### src/rtl/imem_loader_pkg.sv
// Shared types and constants for the boot-time instruction memory loader.
package imem_loader_pkg;

    typedef enum logic [2:0] {
        IDLE,
        LEN,
        DATA,
        WRITE,
        CSUM,
        DONE,
        ERR
    } state_t;

    localparam logic [7:0] SYNC_BYTE = 8'hA5;

endpackage

### src/rtl/imem_loader_byte_packer.sv
// Little-endian 4-byte word assembler. Byte index wraps 3 -> 0 on its own,
// so a full word simply starts the next one without an explicit clear.
module byte_packer (
    input  logic        clk,
    input  logic        rst,
    input  logic        clear,
    input  logic        load,
    input  logic [7:0]  byte_in,
    output logic [31:0] word,
    output logic        word_full
);

    logic [1:0] idx;

    // The byte being loaded right now completes the word.
    assign word_full = load && (idx == 2'd3);

    // Place each incoming byte at its lane; least significant byte arrives first.
    always_ff @(posedge clk) begin
        if (rst || clear) begin
            word <= 32'd0;
            idx  <= 2'd0;
        end else if (load) begin
            word[{idx, 3'b000} +: 8] <= byte_in;
            idx                      <= idx + 2'd1;
        end
    end

endmodule

### src/rtl/imem_loader.sv
// Boot-time instruction memory loader: framed UART bytes -> 32-bit RAM writes,
// holding the CPU in reset until a checksum-verified image is resident.
//
//   state | meaning
//   IDLE  | hunting for the sync byte, other bytes discarded
//   LEN   | next byte is the word count N
//   DATA  | collecting data bytes into the current word
//   WRITE | single-cycle RAM write strobe, input stalled
//   CSUM  | next byte is compared with the running XOR
//   DONE  | image verified, CPU released
//   ERR   | frame rejected, CPU still held
module imem_loader
    import imem_loader_pkg::*;
#(
    parameter int FW_LENGTH = 8
) (
    input  logic        clk,
    input  logic        rst,
    input  logic [7:0]  rx_data,
    input  logic        rx_valid,
    output logic        rx_ready,
    output logic        wr_en,
    output logic [31:0] wr_addr,
    output logic [31:0] wr_data,
    output logic        cpu_hold,
    output logic        done,
    output logic        error
);

    state_t     state;
    logic [7:0] n_len;
    logic [7:0] word_cnt;
    logic [7:0] csum;
    logic       accept;
    logic       len_bad;
    logic       is_sync;
    logic       word_full;

    assign accept  = rx_valid && rx_ready;
    assign is_sync = (rx_data == SYNC_BYTE);
    assign len_bad = (rx_data == 8'd0) || (int'(rx_data) > FW_LENGTH);

    // The packer's register feeds wr_data directly, so the word is already
    // registered and stable during the WRITE cycle.
    byte_packer u_packer (
        .clk       (clk),
        .rst       (rst),
        .clear     (accept && (state == LEN)),
        .load      (accept && (state == DATA)),
        .byte_in   (rx_data),
        .word      (wr_data),
        .word_full (word_full)
    );

    // Frame sequencing, counters, checksum and all registered outputs.
    always_ff @(posedge clk) begin
        if (rst) begin
            state    <= IDLE;
            rx_ready <= 1'b0;
            wr_en    <= 1'b0;
            wr_addr  <= 32'd0;
            cpu_hold <= 1'b1;
            done     <= 1'b0;
            error    <= 1'b0;
            n_len    <= 8'd0;
            word_cnt <= 8'd0;
            csum     <= 8'd0;
        end else begin
            wr_en    <= 1'b0;
            rx_ready <= 1'b1;
            case (state)
                IDLE: begin
                    if (accept && is_sync) begin
                        state <= LEN;
                    end
                end
                LEN: begin
                    if (accept) begin
                        if (len_bad) begin
                            error <= 1'b1;
                            state <= ERR;
                        end else begin
                            n_len    <= rx_data;
                            word_cnt <= 8'd0;
                            csum     <= 8'd0;
                            state    <= DATA;
                        end
                    end
                end
                DATA: begin
                    if (accept) begin
                        csum <= csum ^ rx_data;
                        if (word_full) begin
                            // Stall input for the write cycle so no byte is lost.
                            state    <= WRITE;
                            wr_en    <= 1'b1;
                            wr_addr  <= {22'd0, word_cnt, 2'b00};
                            rx_ready <= 1'b0;
                        end
                    end
                end
                WRITE: begin
                    word_cnt <= word_cnt + 8'd1;
                    if ((word_cnt + 8'd1) == n_len) begin
                        state <= CSUM;
                    end else begin
                        state <= DATA;
                    end
                end
                CSUM: begin
                    if (accept) begin
                        if (rx_data == csum) begin
                            done     <= 1'b1;
                            cpu_hold <= 1'b0;
                            state    <= DONE;
                        end else begin
                            error <= 1'b1;
                            state <= ERR;
                        end
                    end
                end
                DONE, ERR: begin
                    if (accept && is_sync) begin
                        done     <= 1'b0;
                        error    <= 1'b0;
                        cpu_hold <= 1'b1;
                        state    <= LEN;
                    end
                end
                default: begin
                    state <= IDLE;
                end
            endcase
        end
    end

endmodule

### config.mk
export PLATFORM = sky130hd
export DESIGN_NAME = imem_loader
export DESIGN_NICKNAME = d
export VERILOG_FILES = /design/src/rtl/imem_loader_pkg.sv /design/src/rtl/imem_loader_byte_packer.sv /design/src/rtl/imem_loader.sv
export SDC_FILE = /design/constraint.sdc
export NUM_CORES = 1
export LEC_CHECK = 0
export ABC_AREA = 0
export ABC_CLOCK_PERIOD_IN_PS = 1980
export CORE_AREA = 2 2 115 117
export CTS_CLUSTER_DIAMETER = 150
export DETAILED_ROUTE_END_ITERATION = 8
export DIE_AREA = 0 0 117 119
export PLACE_DENSITY = 0.58
export SLEW_MARGIN = 0
export SYNTH_ARGS = -nofsm -noshare
export SYNTH_HDL_FRONTEND = slang
export SYNTH_SLANG_ARGS = --single-unit
### constraint.sdc
create_clock -name clk -period 1.98 [get_ports clk]
set_clock_uncertainty 0.05 [all_clocks]
set_input_delay 0.396 -clock clk [delete_from_list [all_inputs] [get_ports clk]]
set_output_delay 0.396 -clock clk [all_outputs]
set_load 0.01 [all_outputs]
Yosys cells after proc, flatten, opt, wreduce, memory -nomap -nowiden. Cells that the tools add are included.

Add/sub/neg operators: 3. Magnitude comparators: 1. Equality and inequality tests: 20. Shift operators: 2. Mux-type cells: 32. Bitwise gates (word level): 4. Reduce and logical (&&, ||, !) cells: 23.

Operator list (count): $bwmux W32 (1); $pmux W8 S2 (2); $shift A8 B7 Y32 const A (1); $shiftx A8 B7 Y32 (1); $mux W8 (3); $mux W3 (7); $eq A8 B8 Y1 (2); $ne A2 B2 Y1 const B (8); $pmux W3 S5 (1); $mux W1 (14); $eq A3 B3 Y1 const B (3); $reduce_and A3 Y1 (3); $add A8 B1 Y8 const B (1); $eq A8 B8 Y1 const B (1); $gt A8 B4 Y1 const B (1); $logic_not A8 Y1 (1); $reduce_and A4 Y1 (2); $xor A8 B8 Y8 (1); $neg A5 Y7 (1); $eq A3 B2 Y1 const B (2); $reduce_and A6 Y1 (1); $reduce_bool A2 Y1 (3); $reduce_or A3 Y1 (2); $logic_and A1 B1 Y1 (5); 13 further kinds (18).

Register bits: 74. Input port bits: 11. Output and inout port bits: 69. Logic and storage cells: 97.

Longest topological paths before layout. Gate-level depths: netlist of the first run.

Word-level depth: 6. Depth in mapped cells: 8. Mapped depth without buffers: 7.

Modules after synthesis. Synthesis of the first run repeated with hierarchy kept, for this count alone.

Cells, all modules: 424. Area, all modules: 3708.6 um^2.

Modules (own cells, without submodules): imem_loader (instances 1, cells each 283, area each 2358.5 um^2, sequential area each 800.8 um^2); byte_packer (instances 1, cells each 141, area each 1350.0 um^2, sequential area each 680.7 um^2).

Worst setup path after synthesis of the first run. Ideal clock, no wire load.

Path type: flip-flop to flip-flop. Start point: register u_packer.idx[0]. End point: register u_packer.word[2]. Setup time: 0.070 ns. Arrival time: 1.683 ns. Required time: 1.860 ns. Slack: 0.177 ns. Cell stages (with the launch flop): 6. Cells stage by stage: dfxtp_1 > inv_1 > ha_1 > nor3b_1 > nand3_1 > a21oi_1.

Word-level cells in the longest chain between the ends: 3.

RTL lines: start, declared (RTL line imem_loader_byte_packer.sv:13) `logic [1:0] idx;`; start signal, assigned (RTL line imem_loader_byte_packer.sv:25) `idx <= idx + 2'd1;`; $neg A5 Y7 (*) (RTL line imem_loader_byte_packer.sv:24) `word[{idx, 3'b000} +: 8] <= byte_in;`; $shiftx A8 B7 Y32 or $shift A8 B7 Y32 (tied branches) (RTL line imem_loader_byte_packer.sv:24); $bwmux W32 (*) (RTL line imem_loader_byte_packer.sv:24); end signal, assigned by index (RTL line imem_loader_byte_packer.sv:24); end, declared (RTL line imem_loader_byte_packer.sv:9) `output logic [31:0] word,`.

Every way passes the cells marked *; elsewhere a longest branch is shown, timed or not. A chain may end at the register's enable or synchronous reset.

Final worst setup path of the first run.
Start point: input rx_data[5]. End point: register word_cnt[5].

Word-level cells in the longest chain between the ends: 4.

RTL lines: start, declared (RTL line imem_loader.sv:19) `input logic [7:0] rx_data,`; $gt A8 B4 Y1 or $logic_not A8 Y1 (tied branches) (RTL line imem_loader.sv:41) `assign len_bad = (rx_data == 8'd0) || (int'(rx_data) > FW_LENGTH);`; $logic_or A1 B1 Y1 (*) (RTL line imem_loader.sv:41); $ne A2 B2 Y1 (no line) (*); $reduce_and A3 Y1 (no line) (*); end signal, assigned (RTL line imem_loader.sv:103) `word_cnt <= word_cnt + 8'd1;`; end, declared (RTL line imem_loader.sv:32) `logic [7:0] word_cnt;`.

Marked as above.

==> impl_results.md, run 1 <==
- CTS clock-pin slew for the worst setup and hold paths: 0.06 ns
- Hpwl dp: 7241 um
- R2R Path Start: u_packer.idx[0]
- Setup violators final: 0
- Worst reg-to-reg setup slack: 0.17 ns
- Synthesized area per cell: 7.817 sq um
- Final core utilization: 38.86%
- Residual DRC: 0
- Synth Area in Compound Gates: 17.54%
- Die area: 0.01392 sq mm
- Setup repair bufs after CTS: 0
- Ys flop type: dfxtp_1
- CP max FO: 5
- Final Cycle Share: 95.48%
- H-tree depth: 3
- Data required, critical path: 2.16 ns
- Largest net degree at the start of global routing: 35
- Die H: 119 um
- Root buffer cell: clkbuf_16
- WHS Endpoint: wr_addr[2]
- Antenna violations before repair: 0
- Initial Util: 29.20%
- All-Layer GR Usage: 15.11%
- TritonCTS clock tree: yes
- Reg-to-Reg End: u_packer.word[21]
- Congestion Overflow GR: 0
- Kind of critical path: in -> reg
- Xor/xnor share of the synthesized area: 2.562%
- First-pass GRT wire length: 16790 um
- Tightest Hold Check Type: reg -> reg
- FF-to-FF path depth: 6
- Detailed Routing Iterations Pass 1: 4
- Clk sink count: 74
- Row Count: 42
- Synth top cells by count: nand2_1 (83), dfxtp_1 (74), a21oi_1 (61), nand3_1 (38), nor2_1 (29)
- Core area: 0.01287 sq mm
- TritonCTS Buffers: 9
- #FFs+latches synth: 74
- Largest family of logic cells by synthesized area: simple AND/OR/NAND/NOR gates
- IO Pins: 80
- Fin Setup TNS: 0 ns
- Multiplexer share of the synthesized area: 0.2662%
- Routed vias/inst: 4.713
- Synth top area share: 39.40%
- P&R area growth vs syn: 33.08%
- Die W: 117 um
- Synth async-reset ratio: 0%
- RSZ-0062 raised after global routing: false
- Netlist Area Pre-Place: 0.003760 sq mm
- Top-count cell post-synth: nand2_1
- Crit. End Element: flip-flop
- Latest clock arrival within the worst-skew pair: 0.34 ns
- Synth area leader: dfxtp_1
- Startpoint types: primary input
- Routed WL: 9962 um
- CP startpoint: rx_data[5]
- Pins Over Slew Limit: 0
- Vias in the first global route: 3484
- Vias: 3497
- Post-Synth Simple-Gate Area: 27.52%
- Synth area leaders: dfxtp_1 (39%), nand2_1 (8.3%), a21oi_1 (8.1%)
- Status: finished, final reports clean
- Layout net count: 578
- Gate Count Post-Synth: 481
- Drt initial violations: 148
- Post-route ant nets: 0
- Final hold violations: 0
- Yosys cell types: 53
- # diodes: 0
- Hold Crit Start: wr_addr[2]
- Worst vdd ir: 374.4 uV
- Adder-cell area share of the yosys netlist: 2.263%
- Hold Crit Depth: 2
- Routability cong.: 0.8485
- Peak Freq: 0.5290 GHz
- Final Critical Period: 1.890 ns
- Yosys Warn Count: 0
- Leak: 1.830 nW
- Power Density: 665.5 mW/mm^2
- Drt wl/cell: 13.43 um
- Max-cap violations: 0
- Hold-fix buffers, CTS: 0
- Max clock buf depth: 2
- Count of flip-flops with a built-in enable after synthesis: 0
- IO Port Bufs: 55
- Worst hold margin: 0.4014 ns
- Layout cell share with drive strength beyond 1: 13.60%
- CP arrival: 2.07 ns
- Register area share after synthesis: 39.40%
## kinds of logic after synthesis
| group | count (synthesis) |
|---|---|
| simple gates | 207 |
| compound gates | 113 |
| flops | 74 |
| buf+inv | 67 |
| xor+xnor | 11 |
| fa+ha+maj | 7 |
| other cells | 1 |
| mux | 1 |
## repair_timing
item / CTS / global route
gates resized for setup: 1 / 10
setup endpoints to repair: 1 / 8
pin swaps: 0 / 1
## layout by cell type, fill, tap and decap left out, types with 2 or more instances in the layout
cell type,Yosys,layout
nor3_2,1,3
and2_1,9,9
nor2_1,29,29
clkbuf_16,0,9
nand2_1,83,83
nor2_8,2,2
a311oi_1,4,4
xnor2_1,9,9
nor2_2,3,2
and3_1,2,2
nor2b_1,5,5
xor2_1,2,2
nand3_1,38,38
clkdlybuf4s50_1,0,50
ha_1,6,6
buf_4,28,44
o21ai_1,1,2
o22ai_1,5,5
buf_12,0,3
a31oi_1,5,5
conb_1,1,24
o21ai_0,16,15
clkbuf_8,0,2
nand4_1,2,2
clkinv_2,0,3
nor3_1,8,6
o31ai_1,2,2
nand2b_1,11,11
a21oi_1,61,61
nor4_1,5,4
a22oi_1,8,8
nor3b_1,3,3
inv_1,11,11
dfxtp_1,74,74
dlymetal6s2s_1,0,4
## through the flow
stage / setup slack, ns / area, sq um / instances / power [mW]
final: 0.08954 / 5004 / 742 / 3.330
after global routing: 0.02100 / 5004 / 742 / 3.462
after CTS: 0.04273 / 4964 / 742 / 3.375
after detailed placement: -0.3485 / 4659 / 726 / 1.692
after global placement: -0.3081 / 4659 / 726 / 1.691
after floorplan: 0.1769 / 3846 / 504 / 1.648
## routing by layer
layer  vias to the layer above  global-route usage, %  routed length (um)
li1                       1762                      -                   -
met3                        15                  3.919                 627
met4                         0                  5.000                 163
met2                       108                  24.10                4737
met1                      1612                  19.74                4433
met5                         -                      0                   0
## worst max path at each step
stage / to / slack [ns] / cells after the start
after global placement: state[2] / -0.31 / 7
final: word_cnt[5] / 0.09 / 8
after CTS: cpu_hold / 0.04 / 6
after global routing: state[2] / 0.02 / 7
after detailed placement: state[2] / -0.35 / 7
after floorplan: u_packer.word[2] / 0.18 / 5
## cell type report
class	count	area, sq um
Clock inverter	5	52.55
Multi-Input combinational cell	363	2006
Sequential cell	74	1481
Fill cell	1347	7871
Tap cell	176	220.2
Timing Repair Buffer	102	949.7
Clock buffer	11	252.7
Inverter	11	41.29
## critical path, stage by stage
cell and delay, ns:
clkdlybuf4s50_1 0.52, nor4_1 0.32, buf_4 0.17, nand3_4 0.11, o21ai_2 0.26, nand2_1 0.08
a21oi_1 0.15, nor2_1 0.05
## registers in the layout (all words and copies together), names as in the netlist
name / flops
wr_en: 1
u_packer.word: 32
state: 3
word_cnt: 8
csum: 8
cpu_hold: 1
done: 1
u_packer.idx: 2
error: 1
rx_ready: 1
n_len: 8
wr_addr: 8
## power breakdown
| part | switching [mW] | internal (mW) | leakage, nW |
|---|---|---|---|
| Combinational | 0.106 | 0.0634 | 1.08 |
| Clock | 0.632 | 1.04 | 0.151 |
| Sequential | 0.00106 | 1.49 | 0.596 |
| Total | 0.739 | 2.59 | 1.83 |
Power figures use the tool's default switching activity.
==> inputs of run 2 (changes only) <==
--- a/config.mk
+++ b/config.mk
@@ -11,7 +11,8 @@
 export CTS_CLUSTER_DIAMETER = 150
 export DETAILED_ROUTE_END_ITERATION = 8
 export DIE_AREA = 0 0 117 119
-export PLACE_DENSITY = 0.58
+export PLACE_DENSITY_LB_ADDON = 0.25
+export SETUP_SLACK_MARGIN = 0.1
 export SLEW_MARGIN = 0
 export SYNTH_ARGS = -nofsm -noshare
 export SYNTH_HDL_FRONTEND = slang
==> impl_results.md, run 2 (synthesis gave the netlist of run 1 again) <==
- P&R area growth vs syn: 33.31%
- Critical Path Slowest Stage Cell: nor4_2
- CTS clock-pin slew for the worst setup and hold paths: 0.06 ns
- All-Layer GR Usage: 15.48%
- Routability cong.: 0.8162
- Drt wl/cell: 13.85 um
- Clk sink count: 74
- Latest clock arrival within the worst-skew pair: 0.34 ns
- Data required, critical path: 2.21 ns
- Row Count: 42
- CP arrival: 2.00 ns
- Final core utilization: 38.93%
- Max clock buf depth: 2
- Detailed Routing Iterations Pass 1: 4
- Max-cap violations: 0
- Power Density: 631.9 mW/mm^2
- Root buffer cell: clkbuf_16
- Max-Slew Margin vs Limit: 65.71%
- Clock share of power: 47.4%
- CP startpoint: word_cnt[0]
- TritonCTS Buffers: 9
- Post-CTS Resized: 13
- Slew @ Worst Pin: 0.5129 ns
- Worst setup endpoint: state[2]
- Die W: 117 um
- Final Cycle Share: 89.72%
- Hpwl dp: 7494 um
- # placed instances: 732
- Routed WL: 10340 um
- CP max FO: 5
- Congestion Overflow GR: 0
- Max reg flops: 32
- Crit. End Element: flip-flop
- Core area: 0.01287 sq mm
- P_int: 2.428 mW
- Routed vias/inst: 4.722
- Most common cell after layout, fill and taps aside: nand2_1
- # diodes: 0
- Post-route ant nets: 0
- Slowest cell delay on critical path: 0.36 ns
- IO Port Bufs: 55
- Hold-fix buffers, CTS: 0
- Worst path most repeated cell: xnor2_1
- Part of the power in registers: 47.1%
- RSZ-0062 raised after global routing: false
- Fin Setup TNS: 0 ns
- Startpoint types: flip-flop
- Die area: 0.01392 sq mm
- FF-to-FF path depth: 7
- H-tree depth: 3
- Drt initial violations: 171
- Psw: 0.7389 mW
- Status: finished, final reports clean
- Initial Util: 29.20%
- Worst path cell trace: ha_1 -> xnor2_1 -> xnor2_1 -> nor4_2 -> o21ai_2 -> nor3_2 -> o211a_1
- Largest net degree at the start of global routing: 35
- Switching Share: 23.33%
- Final Critical Period: 1.776 ns
- Tot Pwr: 3.167 mW
- Setup repair bufs after CTS: 0
- Pins Over Slew Limit: 0
- Peak Freq: 0.5629 GHz
- Tightest Hold Check Type: reg -> reg
- Worst reg-to-reg setup slack: 0.20 ns
- R2R Path Start: word_cnt[0]
- Layout net count: 584
- Reg-to-Reg End: state[2]
- Vias: 3527
- TritonCTS clock tree: yes
- Worst vdd ir: 457.1 uV
- Layout cell share with drive strength beyond 1: 16.11%
- Residual DRC: 0
- Largest register by flop count: u_packer.word
- IO Pins: 80
- Commonest non-fill, non-tap cells in the layout: nand2_1 (83), dfxtp_1 (73), a21oi_1 (61), buf_4 (52), clkdlybuf4s50_1 (47)
- Die H: 119 um
- Leak: 1.802 nW
- Setup violators final: 0
- First-pass GRT wire length: 16840 um
- Vias in the first global route: 3403
- Combinational share of power: 5.5%
- Antenna violations before repair: 0
- Final hold violations: 0
- Kind of critical path: reg -> reg
- Non-filler cells in the finished layout: 747
## run 2: cell types whose count changed in the layout (fill, tap and decap cells not counted), moves of 2 or more
cell / change
buf_4: +8
dlygate4sd2_1: +7
dlymetal6s2s_1: -4
and2_1: -3
and2_2: +3
clkdlybuf4s50_1: -3
buf_12: -2
clkinv_2: -2
nor4_1: -2
nor4_2: +2
## run 2: area by class of cell
type / count / area (sq um)
fillers: 1348 / 7863
multi-input cells: 363 / 2046
flip-flops and latches: 74 / 1483
repair buffers: 108 / 950.9
clock buffers: 11 / 242.7
well taps: 176 / 220.2
inverters: 11 / 41.29
clock inverters: 4 / 28.78
## run 2: routing by layer
| metal | global-route usage [%] | vias to the layer above | wire length (um) |
|---|---|---|---|
| met5 | 0 | - | 0 |
| met4 | 5.368 | 0 | 218 |
| met3 | 4.936 | 14 | 480 |
| met2 | 23.99 | 93 | 4993 |
| met1 | 20.16 | 1641 | 4652 |
| li1 | - | 1779 | - |
## run 2: worst min path at each step
stage | from | endpoint | cells past startpoint
after floorplan | n_len[6] | n_len[6] | 1
after global placement | wr_addr[6] | wr_addr[6] | 2
after detailed placement | u_packer.word[11] | u_packer.word[11] | 2
after CTS | u_packer.word[29] | u_packer.word[29] | 2
after global routing | u_packer.word[22] | u_packer.word[22] | 2
final | u_packer.word[29] | u_packer.word[29] | 2
## run 2: critical path, delay by kind of cell (launching register included)
kind / cells / cell delay (ns)
AND/OR/NAND/NOR: 2 / 0.54
flip-flops: 1 / 0.31
XOR/XNOR: 2 / 0.29
AO/OA/AOI/OAI: 2 / 0.28
adder cells (fa/ha/maj): 1 / 0.25
## run 2: stage by stage
step / setup WS [ns] / cell area (sq um) / hold slack [ns]
after floorplan: 0.1769 / 3846 / 0.4017
after global placement: -0.3233 / 4679 / 0.3937
after detailed placement: -0.3800 / 4679 / 0.3937
after CTS: 0.1029 / 4976 / 0.4039
after global routing: 0.09098 / 5012 / 0.4199
final: 0.2035 / 5012 / 0.4002
## run 2: power groups by stage
stage	Sequential (mW)	Clock (mW)	Combinational [mW]
floorplan	1.52	0	0.124
global placement	1.52	0	0.176
detailed placement	1.52	0	0.178
CTS	1.49	1.56	0.175
global route	1.49	1.61	0.191
finish	1.49	1.50	0.176
==> inputs of run 3 (changes only) <==
==> constraint.sdc (replaced) <==
create_clock -name clk -period 1.98 [get_ports clk]
set_clock_uncertainty 0.05 [all_clocks]
set_input_delay 0.396 -clock clk [delete_from_list [all_inputs] [get_ports clk]]
set_output_delay 0.396 -clock clk [all_outputs]
set_load 0.02 [all_outputs]
==> results of run 3 <==
The final DEF is identical to that of run 2. Status: finished, final reports clean.
Main changes from that run: total power 3.167 mW -> 3.188 mW
